===== src/rtl/iodec_pkg.sv =====
// iodec_pkg: shared field widths, page default and FSM state encoding for the I/O decoder
package iodec_pkg;
  localparam int PW = 8;
  localparam int IW = 7;
  localparam int WW = 4;
  localparam logic [PW-1:0] PAGE_DEF = 8'h00;
  typedef enum logic [1:0] {IDLE = 2'd0, WAIT = 2'd1, ACK = 2'd2} state_e;
endpackage


===== src/rtl/iodec_onehot.sv =====
// iodec_onehot: binary register index plus enable to N-bit one-hot vector
module iodec_onehot import iodec_pkg::*; #(
  parameter int N = 32
) (
  input  logic [IW-1:0] idx,
  input  logic          en,
  output logic [N-1:0]  oh
);
  for (genvar i = 0; i < N; i++) begin : g_oh
    assign oh[i] = en && idx == IW'(i);
  end
endmodule


===== src/rtl/iodec_seq.sv =====
// iodec_seq: paged register decoder with programmable wait states and registered strobes
module iodec_seq import iodec_pkg::*; #(
  parameter int              NREG   = 32,
  parameter logic [PW-1:0]   PAGE   = PAGE_DEF,
  parameter int              WAITS  = 1,
  parameter logic [NREG-1:0] RDMASK = '1
) (
  input  logic            clk,
  input  logic            reset,
  input  logic [15:0]     a,
  input  logic            intdev,
  input  logic            start,
  input  logic            reads,
  input  logic            errclr,
  output logic [NREG-1:0] wstb,
  output logic [NREG-1:0] rsel,
  output logic            floaten,
  output logic            ack,
  output logic            err
);
  if (NREG < 2 || NREG > 128) begin : g_bad_nreg
    $error("iodec_seq: NREG must be 2..128");
  end
  if (WAITS < 0 || WAITS > 15) begin : g_bad_waits
    $error("iodec_seq: WAITS must be 0..15");
  end
  localparam logic [IW:0]    NR  = (IW + 1)'(NREG);
  localparam logic [WW-1:0]  WLD = WAITS == 0 ? '0 : WW'(WAITS - 1);
  localparam logic [127:0]   RDM = 128'(RDMASK);
  state_e          st, nxt;
  logic [WW-1:0]   cnt, cnt_n;
  logic [IW-1:0]   idx, idx_n;
  logic            rd, rd_n, map, map_n;
  logic            hit, accept, busy_n, wen, ren, float_n, set;
  logic [NREG-1:0] wstb_n, rsel_n;
  logic            unused_a0;
  assign unused_a0 = a[0];
  always_comb begin
    hit     = start && intdev && a[15:8] == PAGE;
    accept  = st == IDLE && hit;
    idx_n   = accept ? a[7:1] : idx;
    rd_n    = accept ? reads : rd;
    map_n   = accept ? {1'b0, a[7:1]} < NR : map;
    cnt_n   = accept ? WLD : st == WAIT ? cnt - 1'b1 : cnt;
    nxt     = st == ACK ? IDLE :
              st == WAIT ? (cnt == '0 ? ACK : WAIT) :
              accept ? (WAITS == 0 ? ACK : WAIT) : IDLE;
    busy_n  = nxt != IDLE;
    // outputs are computed from next-state values so they can be registered yet line up with the state
    wen     = nxt == ACK && !rd_n && map_n;
    ren     = busy_n && rd_n && map_n && RDM[idx_n];
    float_n = busy_n && rd_n && !(map_n && RDM[idx_n]);
    set     = nxt == ACK && !map_n;
  end
  iodec_onehot #(.N(NREG)) u_wr (.idx(idx_n), .en(wen), .oh(wstb_n));
  iodec_onehot #(.N(NREG)) u_rd (.idx(idx_n), .en(ren), .oh(rsel_n));
  always_ff @(posedge clk) begin
    if (reset) begin
      st      <= IDLE;
      cnt     <= '0;
      idx     <= '0;
      rd      <= 1'b0;
      map     <= 1'b0;
      wstb    <= '0;
      rsel    <= '0;
      floaten <= 1'b0;
      ack     <= 1'b0;
      err     <= 1'b0;
    end else begin
      st      <= nxt;
      cnt     <= cnt_n;
      idx     <= idx_n;
      rd      <= rd_n;
      map     <= map_n;
      wstb    <= wstb_n;
      rsel    <= rsel_n;
      floaten <= float_n;
      ack     <= nxt == ACK;
      err     <= set || (err && !errclr);
    end
  end
endmodule


===== config.mk =====
export PLATFORM = sky130hd
export DESIGN_NAME = iodec_seq
export DESIGN_NICKNAME = d
export VERILOG_FILES = /design/src/rtl/iodec_pkg.sv /design/src/rtl/iodec_onehot.sv /design/src/rtl/iodec_seq.sv
export SDC_FILE = /design/constraint.sdc
export NUM_CORES = 1
export LEC_CHECK = 0
export BUFFER_PORTS_ARGS = -buffer_cell sky130_fd_sc_hd__buf_2
export CAP_MARGIN = 10
export CORE_ASPECT_RATIO = 1.4
export CORE_MARGIN = 1
export CORE_UTILIZATION = 33
export DETAILED_ROUTE_END_ITERATION = 10
export GPL_TIMING_DRIVEN = 0
export MAX_ROUTING_LAYER = met4
export RECOVER_POWER = 100
export SKIP_CTS_REPAIR_TIMING = 1
export SYNTH_ARGS = -nofsm -noshare
export SYNTH_HDL_FRONTEND = slang
export SYNTH_SLANG_ARGS = --single-unit

===== constraint.sdc =====
create_clock -name clk -period 5.57 [get_ports clk]
set_input_delay 0.8355 -clock clk [delete_from_list [all_inputs] [get_ports clk]]
set_output_delay 0.8355 -clock clk [all_outputs]
set_load 0.05 [all_outputs]

# After elaboration in Yosys (flattened, before gate mapping)
# Memory sizes are Yosys's and may differ from the RTL's.
# Cells that the tools add are included.
[op_classes]
add_sub_neg = 1
reduce_logical = 87
div_mod_pow = 0
shifts = 0
bitwise_logic = 0
n_mux = 8
eq_ne = 34
mul = 0
order_cmp = 2
[op_table]
columns = ["op", "count"]
rows = [
  ["$eq A7 B5 Y1 const B", 16],
  ["$logic_and A1 B1 Y1", 76],
  ["$eq A7 B4 Y1 const B", 8],
  ["$eq A7 B3 Y1 const B", 4],
  ["$eq A7 B2 Y1 const B", 2],
  ["$logic_not A8 Y1", 1],
  ["$lt A7 B8 Y1 const B", 1],
  ["$eq A7 B1 Y1 const B", 1],
  ["$logic_not A7 Y1", 1],
  ["$lt A7 B6 Y1 const B", 1],
  ["$mux W7", 1],
  ["$mux W2", 3],
  ["$eq A2 B2 Y1 const B", 2],
  ["$logic_not A1 Y1", 4],
  ["$logic_not A4 Y1", 1],
  ["$mux W1", 4],
  ["$sub A4 B1 Y4 const B", 1],
  ["$eq A2 B1 Y1 const B", 1],
  ["$logic_not A2 Y1", 1],
  ["$reduce_bool A2 Y1", 1],
  ["$reduce_or A2 Y1", 1],
  ["$logic_or A1 B1 Y1", 1],
]
[totals]
in_bits = 22
output_inout_bits = 67
memories = 1
elab_cells = 143
latchBits = 0
romBits = 128
mem_bits_rw = 0
ff_bits = 82
[mem_list]
columns = ["memory", "depth", "width", "rd", "rd_clocked_by_memory_dff", "write_ports", "line_no", "source"]
rows = [
  ["(name not given)", 128, 1, 1, 0, 0, "iodec_seq.sv:52", "float_n = busy_n && rd_n && !(map_n && RDM[idx_n]);"],
]

# Logic depth before layout (Yosys ltp)
# Gate-level depths: netlist of the first run.
[logic_depth]
depth_word = 11
ltp_mapped = 7
ltp_nobuf = 6

# Cells and area by module
# From an unflattened synthesis of the first run, not the netlist that was laid out.
[unflattened]
cells_unflattened = 308
area_unflattened_um2 = 3128.0
[modules_own_cells]
columns = ["module", "seq_area_each_um2", "area_per_inst_um2", "instances", "cells_per_inst"]
rows = [
  ["iodec_seq", 1641.6, 2529.9, 1, 214],
  ["iodec_onehot", 0.0, 299.0, 2, 47],
]

# Worst setup path before layout of the first run
# OpenSTA, ideal clock, no wires.
[synth_path]
kind = "input -> register"
startpoint = "input port a[9]"
endpoint = "register wstb[0]"
n_path_buf = 1
required_time_ps = 5502
setup_slack_ps = 3117
path_stages = 6
setup_time_ps = 68
t_arrival_ps = 2385
cell_sequence = "nor4bb_1 > and3_4 > buf_12 > mux2i_1 > nand4_1 > nor2_1"
[synth_between]
elab_chain_len = 10
word_cells_on_any_way = 15
cone_classes = "1 x eq/ne; 6 x mux; 8 x reduce/logical"
[synth_lines]
columns = ["item", "line_no", "source"]
rows = [
  ["start, declared", "iodec_seq.sv:10", "input logic [15:0] a,"],
  ["$logic_not A8 Y1 (*)", "iodec_seq.sv:39", "hit = start && intdev && a[15:8] == PAGE;"],
  ["$logic_and A1 B1 Y1 (*)", "iodec_seq.sv:39", ""],
  ["$logic_and A1 B1 Y1 (*)", "iodec_seq.sv:40", "accept = st == IDLE && hit;"],
  ["$mux W1", "iodec_seq.sv:47", "accept ? (WAITS == 0 ? ACK : WAIT) : IDLE;"],
  ["$mux W2", "iodec_seq.sv:46", "st == WAIT ? (cnt == '0 ? ACK : WAIT) :"],
  ["$mux W2", "iodec_seq.sv:45", "nxt = st == ACK ? IDLE :"],
  ["$eq A2 B2 Y1", "iodec_seq.sv:50", "wen = nxt == ACK && !rd_n && map_n;"],
  ["$logic_and A1 B1 Y1 (2 in series)", "iodec_seq.sv:50", ""],
  ["$logic_and A1 B1 Y1 (*)", "iodec_onehot.sv:10", "assign oh[i] = en && idx == IW'(i);"],
  ["end signal, assigned", "iodec_seq.sv:75", "wstb <= wstb_n;"],
  ["end, declared", "iodec_seq.sv:15", "output logic [NREG-1:0] wstb,"],
]
# Mark *: on every way between the ends. The rest lies on a longest branch, timed or not.
# A chain may end at the register's enable or synchronous reset.

# Final worst setup path of the first run
# Same ends and word-level chain as after synthesis.

==> run metrics, run 1 <==
Final Net Count ~360; gr usage total 14.8%; Clock Sinks slightly above 80; top area cells in the synthesized netlist dfxtp_1 64%, nor2_1 11%, nand4_1 3.7%; antenna violations before repair 0; n_diodes 0; DIE AREA 0.00809 mm^2; first-pass GRT wire length 8.91 mm; Final Hold Viols 0; Worst Path Arrival roughly 3700 ps; Post-Route WL 5.54 mm; hold path start idx[6]; Vias 1957; vias per cell 4.49; clock root buffer master clkbuf_8; power per cell area 330 mW/mm^2; Req. time, crit path 5840 ps; Initial Util 34.4%; Post-Syn Area roughly 0.0026 mm^2; hpwl dp 4.02 mm; crit start category input pin; CTS Buffer Depth 2; largest net degree at the start of global routing 14; CTS tree built; launching point of the worst reg2reg path st[1]; worst r2r path cells 7; Setup Skew around 10 ps; Clk pin slew, worst setup/hold paths 80 ps; Syn-to-layout area delta 24.1%; I/O pin count 89; chip height around 110 um; cell mode on critical path clkbuf_1; Yosys top cell by area dfxtp_1; grt ovf 0; DP Area 0.00310 mm^2; Die Span X 76.3 um; max-slew violation count 0; hold worst-path end idx[6]; Fin Hold WS 461 ps; final setup TNS 0 ps; Hold Path Depth 2; Final setup viols 0; Routability Congestion 0.774; crit-path max FO 10; Tmin final between 3000 and 4000 ps; relative slew slack 45.5%; path type of the worst setup path input pin to flop; H-tree Lvls 3; fraction of layout cells with a size suffix above 1 about 14%; crit end category flop; vias in the first global route 1851; Num CTS Buffers 9; IO Port Bufs 86; GR Layer Usage met3 2.92%; worst hold path class flop to flop; Synth Register Bits 82; WL per Instance around 13 um; busiest layer in global routing met2; Max-Cap Viols 0; synth unique cells 31; number of fill cells in the layout between 700 and 800; average cell area after synthesis 10.7 um^2; flop-to-flop setup slack between 2000 and 2500 ps; slew of the pin with the lowest slew margin 795 ps; antenna viol nets, final 0; Post-route DRC 0; Pleak 1.11 nW; Mapped Cells 238; met2 Use GR 25.5%; syn_nets 262; YS warnings 0; RSZ-0062 raised after global routing false; status finished clean; critical-path cell list buf_2 > nor4bb_1 > and3_1 > clkbuf_1 > clkbuf_1 > mux2i_1 > nand4_1 > nor2_1; Worst-Skew Late Latency 340 ps; Seq/Total Area, Yosys 64.3%; Rows 37; initial DRC count between 40 and 50; CP peak stage delay 670 ps; area share of the largest cell type after synthesis between 60% and 70%; 1st-pass router iterations 4; Slowest cell on crit path mux2i_1; Final Cell Area about 0.0032 mm^2; Core Footprint 0.00741 mm^2; reg-to-reg endpoint wstb[0]; met1 usage 15.9%; crit share post-route around 62%; fmax 288 MHz; Peak VDD IR about 120 uV
[metrics by stage]
step | util [%] | instances | worst slack [ps] | power, W
after floorplan | - | 238 | 3120 | 0.000604
after global placement | 41.9 | 421 | 2620 | 0.000612
after detailed placement | 41.9 | 421 | 2560 | 0.000612
after CTS | 44.7 | 436 | 2920 | 0.00106
after global routing | 42.8 | 436 | 1860 | 0.00109
final | 42.8 | 436 | 2100 | 0.00105
[cells in the mapped netlist, drive strengths merged]
library cell,instances
xnor2,2
nor3b,1
nor3,6
dfxtp,82
nor4,3
buf,6
nand4,18
mux2i,6
and3,1
o21ai,1
nand2b,1
mux2,6
nor2,77
a32o,1
nor4bb,1
a2111oi,1
a21oi,4
ha,2
nand2,7
xor2,1
clkbuf,2
nand3,3
nor2b,2
inv,4
[critical path, delay by kind of cell]
kind                   cells  cell delay, ps
buffers and inverters      3            1080
multiplexers               1             670
AND/OR/NAND/NOR            4            1140
[placed cells by master, fill, tap and decap left out, types with 4 or more instances in the layout]
cell type	instances
clkbuf_1	72
nand4_1	16
nor3_1	6
nand2_1	7
a21oi_1	4
nor2_1	77
dfxtp_1	82
inv_1	4
clkbuf_8	9
buf_2	22
mux2i_1	6
[routing by layer]
metal | vias up | routed length [um]
met5 | - | 0
met4 | 0 | 79
met3 | 7 | 289
met2 | 62 | 2840
met1 | 906 | 2330
li1 | 982 | -
[report_power, final]
group | switching, W | internal [W]
clock | 0.000199 | 0.000249
combinational | 0.00000630 | 0.00000623
sequential | 0.0000000453 | 0.000586
[area by class of cell]
cell class,count,area [um^2],area share [%]
plain buffers,8,41.3,1.30
clock buffers,10,128,4.03
clock inverters,5,80.1,2.53
inverters,4,15.0,0.474
multi-input cells,144,793,25.0
flip-flops and latches,82,1640,51.8
well taps,97,121,3.83
repair buffers,86,347,10.9
[registers in the layout (all words and copies together), names as in the netlist]
signal,cells
st,2
idx,7
rd,1
err,1
ack,1
cnt,4
rsel,32
map,1
wstb,32
floaten,1
[cells by family (layout without fill, tap and decap cells)]
logic type | count (synthesis) | after routing | share of synthesized area [%]
buffers and inverters | 12 | 113 | 3.48
multiplexers | 12 | 12 | 5.93
adder cells (fa/ha/maj) | 2 | 2 | 0.981
AO/OA/AOI/OAI | 7 | 7 | 1.72
XOR/XNOR | 3 | 3 | 1.03
flip-flops | 82 | 82 | 64.3
AND/OR/NAND/NOR | 120 | 120 | 22.5
[worst max path at each step]
| stage | startpoint | endpoint | slack (ps) | cells past startpoint |
|---|---|---|---|---|
| after CTS | a[9] | wstb[16] | 2920 | 7 |
| after detailed placement | a[9] | wstb[16] | 2560 | 7 |
| after global routing | a[12] | rsel[7] | 1860 | 8 |
| after floorplan | a[9] | wstb[0] | 3120 | 6 |
| final | a[9] | wstb[0] | 2100 | 8 |
| after global placement | a[9] | wstb[0] | 2620 | 7 |
Power figures use the tool's default switching activity.
==> inputs of run 2 (changes only) <==
--- a/config.mk
+++ b/config.mk
@@ -5,6 +5,7 @@
 export SDC_FILE = /design/constraint.sdc
 export NUM_CORES = 1
 export LEC_CHECK = 0
+export ABC_AREA = 1
 export BUFFER_PORTS_ARGS = -buffer_cell sky130_fd_sc_hd__buf_2
 export CAP_MARGIN = 10
 export CORE_ASPECT_RATIO = 1.4
==> constraint.sdc (replaced) <==
create_clock -name clk -period 3.3 [get_ports clk]
set_input_delay 0.495 -clock clk [delete_from_list [all_inputs] [get_ports clk]]
set_output_delay 0.495 -clock clk [all_outputs]
set_load 0.05 [all_outputs]
==> run metrics, run 2 <==
Post-route DRC 0 (unchanged); Final Hold Viols 0 (unchanged); Tmin final between 2000 and 2500 ps; gr usage total 14.7% (-0.11 points); final core occ 42.2% (-0.59 points); IO Port Bufs 87 (+1.2%); grt ovf 0 (unchanged); DP Area 0.00355 mm^2 (+14%); fraction of layout cells with a size suffix above 1 16.0% (+2.1 points); Critical path origin st[1]; status finished clean; relative slew slack 55.5% (+10 points); n_diodes 0 (unchanged); Core Footprint 0.00866 mm^2 (+17%); Max-Cap Viols 0 (unchanged); Rows 40 (+8.1%); Worst-Skew Late Latency 330 ps (about the same); Clock Sinks 82 (unchanged); most frequent cell after synthesis dfxtp_1; Fin Hold WS 390 ps (-70.8 ps); crit share post-route 72.5%; reg-to-reg endpoint wstb[15]; Worst Path Arrival 2600 ps (-1140 ps); biggest regs rsel: 32 flops, wstb: 32 flops, idx: 7 flops; WL per Instance 11.7 um (-8.3%); Post-Synth Simple-Gate Area 36.6% (+14 points); top area cells in the synthesized netlist dfxtp_1 55%, nor2_1 9.1%, nand2_1 8.3%; Vias 2313 (+18%); Yosys top cell by area dfxtp_1; initial DRC count 81 (+69%); commonest cells after routing, fill and taps aside 94 x nor2_1, 82 x dfxtp_1, 74 x nand2_1; average cell area after synthesis 8.89 um^2 (-17%); most common cell after layout, fill and taps aside nor2_1; Async SR Flop Fraction 0% (unchanged); Syn-to-layout area delta 22.6%; crit start category flop; hold worst-path end ack; area share of the largest cell type after synthesis 55.1% (-9.2 points); syn_nets 359 (+37%); Seq/Total Area, Yosys 55.1% (-9.2 points); Req. time, crit path 3510 ps (-2330 ps); crit-path max FO 10 (unchanged); Final setup viols 0 (unchanged); DIE AREA 0.00942 mm^2 (+16%); flop-to-flop setup slack 910 ps (-1540 ps); power per cell area 587 mW/mm^2 (+78%); Num CTS Buffers 9 (unchanged); Clk pin slew, worst setup/hold paths 60 ps (-20 ps); Final Cell Area 0.00365 mm^2 (+15%); XOR/XNOR Fraction of Synth Area 0.588% (-0.44 points); path type of the worst setup path flop to flop; Final WS setup 906 ps (-1200 ps); largest net degree at the start of global routing 15 (+1); final setup TNS 0 ps (unchanged); 1st-pass router iterations 4 (unchanged); I/O pin count 89 (unchanged); crit end category flop; Initial Util 34.4% (-0.035 points); antenna violations before repair 0 (unchanged); met2 Use GR 23.6% (-2.0 points); CTS Buffer Depth 2 (unchanged); fmax around 420 MHz; Post-Syn Area 0.00298 mm^2 (+17%); Hold Path Depth 2 (unchanged); vias per cell 4.26 (-5.1%); Die Span X 82.3 um (+7.8%); first-pass GRT wire length 9.87 mm (+11%); Routability Congestion 0.745 (-3.7%); chip height 114 um (+7.9%); slew of the pin with the lowest slew margin 660 ps (-134 ps); launching point of the worst reg2reg path st[1]; Setup Skew 4.37 ps (-5.83 ps); hold path start reset; Pleak 1.41 nW (+27%); largest family of logic cells by synthesized area simple AND/OR/NAND/NOR gates; max-slew violation count 0 (unchanged); ys flop type dfxtp_1; CTS tree built; Peak VDD IR 294 uV (+140%); H-tree Lvls 3 (unchanged); synth unique cells 28 (-9.7%); RSZ-0062 raised after global routing false; DP Worst Slack 1150 ps (-1400 ps); vias in the first global route 2113 (+14%); met1 usage 16.8% (+0.88 points); worst r2r path cells 11 (+4); Mapped Cells 335 (+41%); Post-synth EDFFs 0 (unchanged); antenna viol nets, final 0 (unchanged); Final Net Count 457 (+27%); multiplexer area fraction after synthesis 0% (-5.9 points); hpwl dp 4.75 mm (+18%); compound-cell area share of the yosys netlist 1.26% (-0.46 points); Synth Register Bits 82 (unchanged); GR Layer Usage met3 3.90% (+0.99 points); clock root buffer master clkbuf_16; YS warnings 0 (unchanged); Post-Route WL 6.33 mm (+14%); top cells by count, synth 82 x dfxtp_1, 72 x nor2_1, 66 x nand2_1, 32 x nor2_2, 19 x inv_1; busiest layer in global routing met2; worst hold path class input pin to flop; Adder-Cell Fraction of Synth Area 0.840% (-0.14 points)
[run 2: changes by cell type in the layout (fill, tap and decap cells not counted), moves of 9 or more]
| cell | change |
|---|---|
| nand2_1 | +67 |
| nor2_1 | +17 |
| inv_1 | +15 |
| nand4_1 | -15 |
| nor2_2 | +13 |
| clkbuf_16 | +9 |
| clkbuf_8 | -9 |
[run 2: worst max path at each step]
| stage | slack (ps) | to |
|---|---|---|
| after CTS | 1430 | wstb[28] |
| after global placement | 1180 | wstb[26] |
| after detailed placement | 1150 | wstb[28] |
| after floorplan | 1610 | rsel[10] |
| final | 910 | wstb[15] |
| after global routing | 680 | wstb[13] |
[run 2: final cells by class]
cell class                      count  area (um^2)
Fill cell                         951         5010
Sequential cell                    82         1640
Multi-Input combinational cell    222         1020
Timing Repair Buffer               87          352
Clock buffer                        9          225
Tap cell                          105          131
Clock inverter                      7          116
Buffer                             10         86.3
Inverter                           21         78.8
[run 2: logic make-up (layout without fill, tap and decap cells)]
family / count (synthesis) / count (layout)
AO/OA/AOI/OAI: 6 / 6
XOR/XNOR: 2 / 2
adder cells (fa/ha/maj): 2 / 2
buffers and inverters: 31 / 134
flip-flops: 82 / 82
AND/OR/NAND/NOR: 212 / 212
[run 2: power breakdown]
| part | total (W) | internal, W | switching [W] |
|---|---|---|---|
| Sequential | 0.000990 | 0.000990 | 0.0000000874 |
| Clock | 0.00112 | 0.000738 | 0.000387 |
| Combinational | 0.0000293 | 0.0000135 | 0.0000158 |
[run 2: metal layers]
| metal | wire length (um) | vias up |
|---|---|---|
| met5 | 0 | - |
| met3 | 396 | 8 |
| li1 | - | 1210 |
| met4 | 101 | 0 |
| met2 | 3100 | 75 |
| met1 | 2740 | 1020 |
[run 2: critical path: stages (launching register included)]
cell     delay [ps]
dfxtp_1         320
nor2_1          120
nand2_2          50
nor2_1          340
nand2_1         350
nand2_1         160
nand2_2          60
nand2_1         250
nor2_1          220
buf_12          210
nand2_1         130
nor2_2           40
[run 2: through the flow]
stage          std cells  power (W)
2_1_floorplan        335    0.00103
4_1_cts              543    0.00217
6_report             543    0.00214
3_5_place_dp         527    0.00104
3_3_place_gp         527    0.00104
5_1_grt              543    0.00222
==> inputs of run 3 (changes only) <==
==> constraint.sdc (replaced) <==
create_clock -name clk -period 2.2 [get_ports clk]
set_input_delay 0.33 -clock clk [delete_from_list [all_inputs] [get_ports clk]]
set_output_delay 0.33 -clock clk [all_outputs]
set_load 0.05 [all_outputs]
==> run metrics, run 3 (synthesized netlist as in run 2, its figures left out) <==
antenna violations before repair 0 (unchanged); kind of cell adding the most delay to the critical path simple AND/OR/NAND/NOR gates; crit end category flop; CTS tree built; crit share post-route 89.3% (+17 points); IO Port Bufs 87 (unchanged); DP Worst Slack 219 ps (-935 ps); H-tree Lvls 3 (unchanged); slew of the pin with the lowest slew margin 662 ps (+1.11 ps); Hold Path Depth 2 (unchanged); first-pass GRT wire length 9.87 mm (unchanged); 1st-pass router iterations 4 (unchanged); flop-to-flop setup slack 230 ps (-670 ps); Tmin final 1970 ps (-428 ps); most common cell after layout, fill and taps aside nor2_1; CP Buf/Inv Count 1 (unchanged); Clk pin slew, worst setup/hold paths 60 ps (about the same); Routability Congestion 0.745 (unchanged); grt ovf 0 (unchanged); CP peak stage delay 330 ps (-20 ps); Initial Util 34.4% (unchanged); WL per Instance 11.6 um (-0.36%); Final Non-Filler Cells 543 (unchanged); register area 0.00164 mm^2 (unchanged); antenna viol nets, final 0 (unchanged); gr usage total 14.7% (unchanged); biggest regs rsel: 32 flops, wstb: 32 flops, idx: 7 flops; RSZ-0062 raised after global routing false; Inst Count DP 527 (unchanged); Die Span X 82.3 um (unchanged); clock root buffer master clkbuf_16; vias per cell 4.25 (-0.22%); DP Area 0.00355 mm^2 (unchanged); Num CTS Buffers 9 (unchanged); total power 0.00322 W (+50%); I/O pin count 89 (unchanged); DIE AREA 0.00942 mm^2 (unchanged); Req. time, crit path 2410 ps (-1100 ps); commonest cells after routing, fill and taps aside 83 x nor2_1, 82 x dfxtp_1, 69 x clkbuf_1; path type of the worst setup path flop to flop; hpwl dp 4.75 mm (unchanged); Vias 2308 (-0.22%); chip height 114 um (unchanged); number of fill cells in the layout 935 (-1.7%); CTS Buffer Depth 2 (unchanged); Final Cell Area 0.00374 mm^2 (+2.6%); hold worst-path end ack; reg-to-reg endpoint rsel[2]; Worst Path Arrival 2180 ps (-420 ps); Post-route DRC 0 (unchanged); launching point of the worst reg2reg path st[1]; status finished clean; Peak VDD IR 448 uV (+52%); Post-Route WL 6.31 mm (-0.36%); multi-input logic area 0.00112 mm^2 (+10%); Max-Cap Viols 0 (unchanged); Final Hold Viols 0 (unchanged); Setup Skew 3.98 ps (-0.389 ps); relative slew slack 55.4% (-0.075 points); max-slew violation count 0 (unchanged); Slowest cell on crit path clkbuf_2; Final WS setup 235 ps (-672 ps); worst hold path class input pin to flop; crit start category flop; vias in the first global route 2113 (unchanged); worst r2r path cells 11 (unchanged); initial DRC count 60 (-26%); Rows 40 (unchanged); Final Net Count 457 (unchanged); critical-path cell list nor2_1 > nand2_1 > nor2_8 > nand2_4 > nand2_1 > nand2_1 > nand2_2 > nor2_1 > nand2_2 > clkbuf_2 > nor2_1; largest net degree at the start of global routing 15 (unchanged); fmax 509 MHz (+22%); Syn-to-layout area delta 25.7%; final setup TNS 0 ps (unchanged); crit-path max FO 10 (unchanged); power per cell area 859 mW/mm^2 (+46%); n_diodes 0 (unchanged); Clock Sinks 82 (unchanged); Worst-Skew Late Latency 330 ps (about the same); Core Footprint 0.00866 mm^2 (unchanged); Pleak 1.47 nW (+4.5%); hold path start reset; Final setup viols 0 (unchanged); fraction of layout cells with a size suffix above 1 20.1% (+4.1 points)
run 3: cell types whose count changed in the layout (fill, tap and decap cells not counted), sizes merged:
cell	change
clkbuf	+1
buf	-1
run 3: worst max path at each step:
stage	from	end	slack [ps]	depth (start not counted)
2_1_floorplan	a[15]	rsel[10]	670	11
5_1_grt	st[0]	wstb[28]	70	7
3_3_place_gp	a[14]	wstb[26]	240	10
6_report	st[1]	rsel[2]	230	11
4_1_cts	st[1]	wstb[28]	330	9
3_5_place_dp	a[14]	wstb[28]	220	10
run 3: per-layer routing:
| metal | vias up | wire length [um] | track usage, % |
|---|---|---|---|
| li1 | 1214 | - | - |
| met1 | 1007 | 2680 | 16.8 |
| met2 | 78 | 3100 | 23.6 |
| met3 | 9 | 420 | 3.90 |
| met4 | 0 | 107 | 6.90 |
| met5 | - | 0 | - |
run 3: worst register-to-register path: stages, from the launching register on:
cell and delay (ps):
dfxtp_1 320, nor2_1 100, nand2_1 130, nor2_8 190, nand2_4 120, nand2_1 80
nand2_1 70, nand2_2 220, nor2_1 90, nand2_2 130, clkbuf_2 330, nor2_1 90
run 3: layout make-up:
type / count / area share [%]
inverter: 21 / 2.10
tap: 105 / 3.51
timing repair buffer: 87 / 9.39
multi-input combinational: 222 / 30.0
buffer: 10 / 2.00
clock inverter: 7 / 3.11
sequential: 82 / 43.8
clock buffer: 9 / 6.01
run 3: where the power goes:
group          internal, W  switching [W]  total [W]
combinational    0.0000206      0.0000268  0.0000474
clock              0.00111       0.000577    0.00168
sequential         0.00149    0.000000131    0.00149
total              0.00261       0.000604    0.00322
run 3: stage by stage:
step	util (%)	hold WS [ps]
detailed placement	41.0	455
global placement	41.0	451
CTS	44.9	204
finish	43.3	226
global route	43.3	231
floorplan	-	407
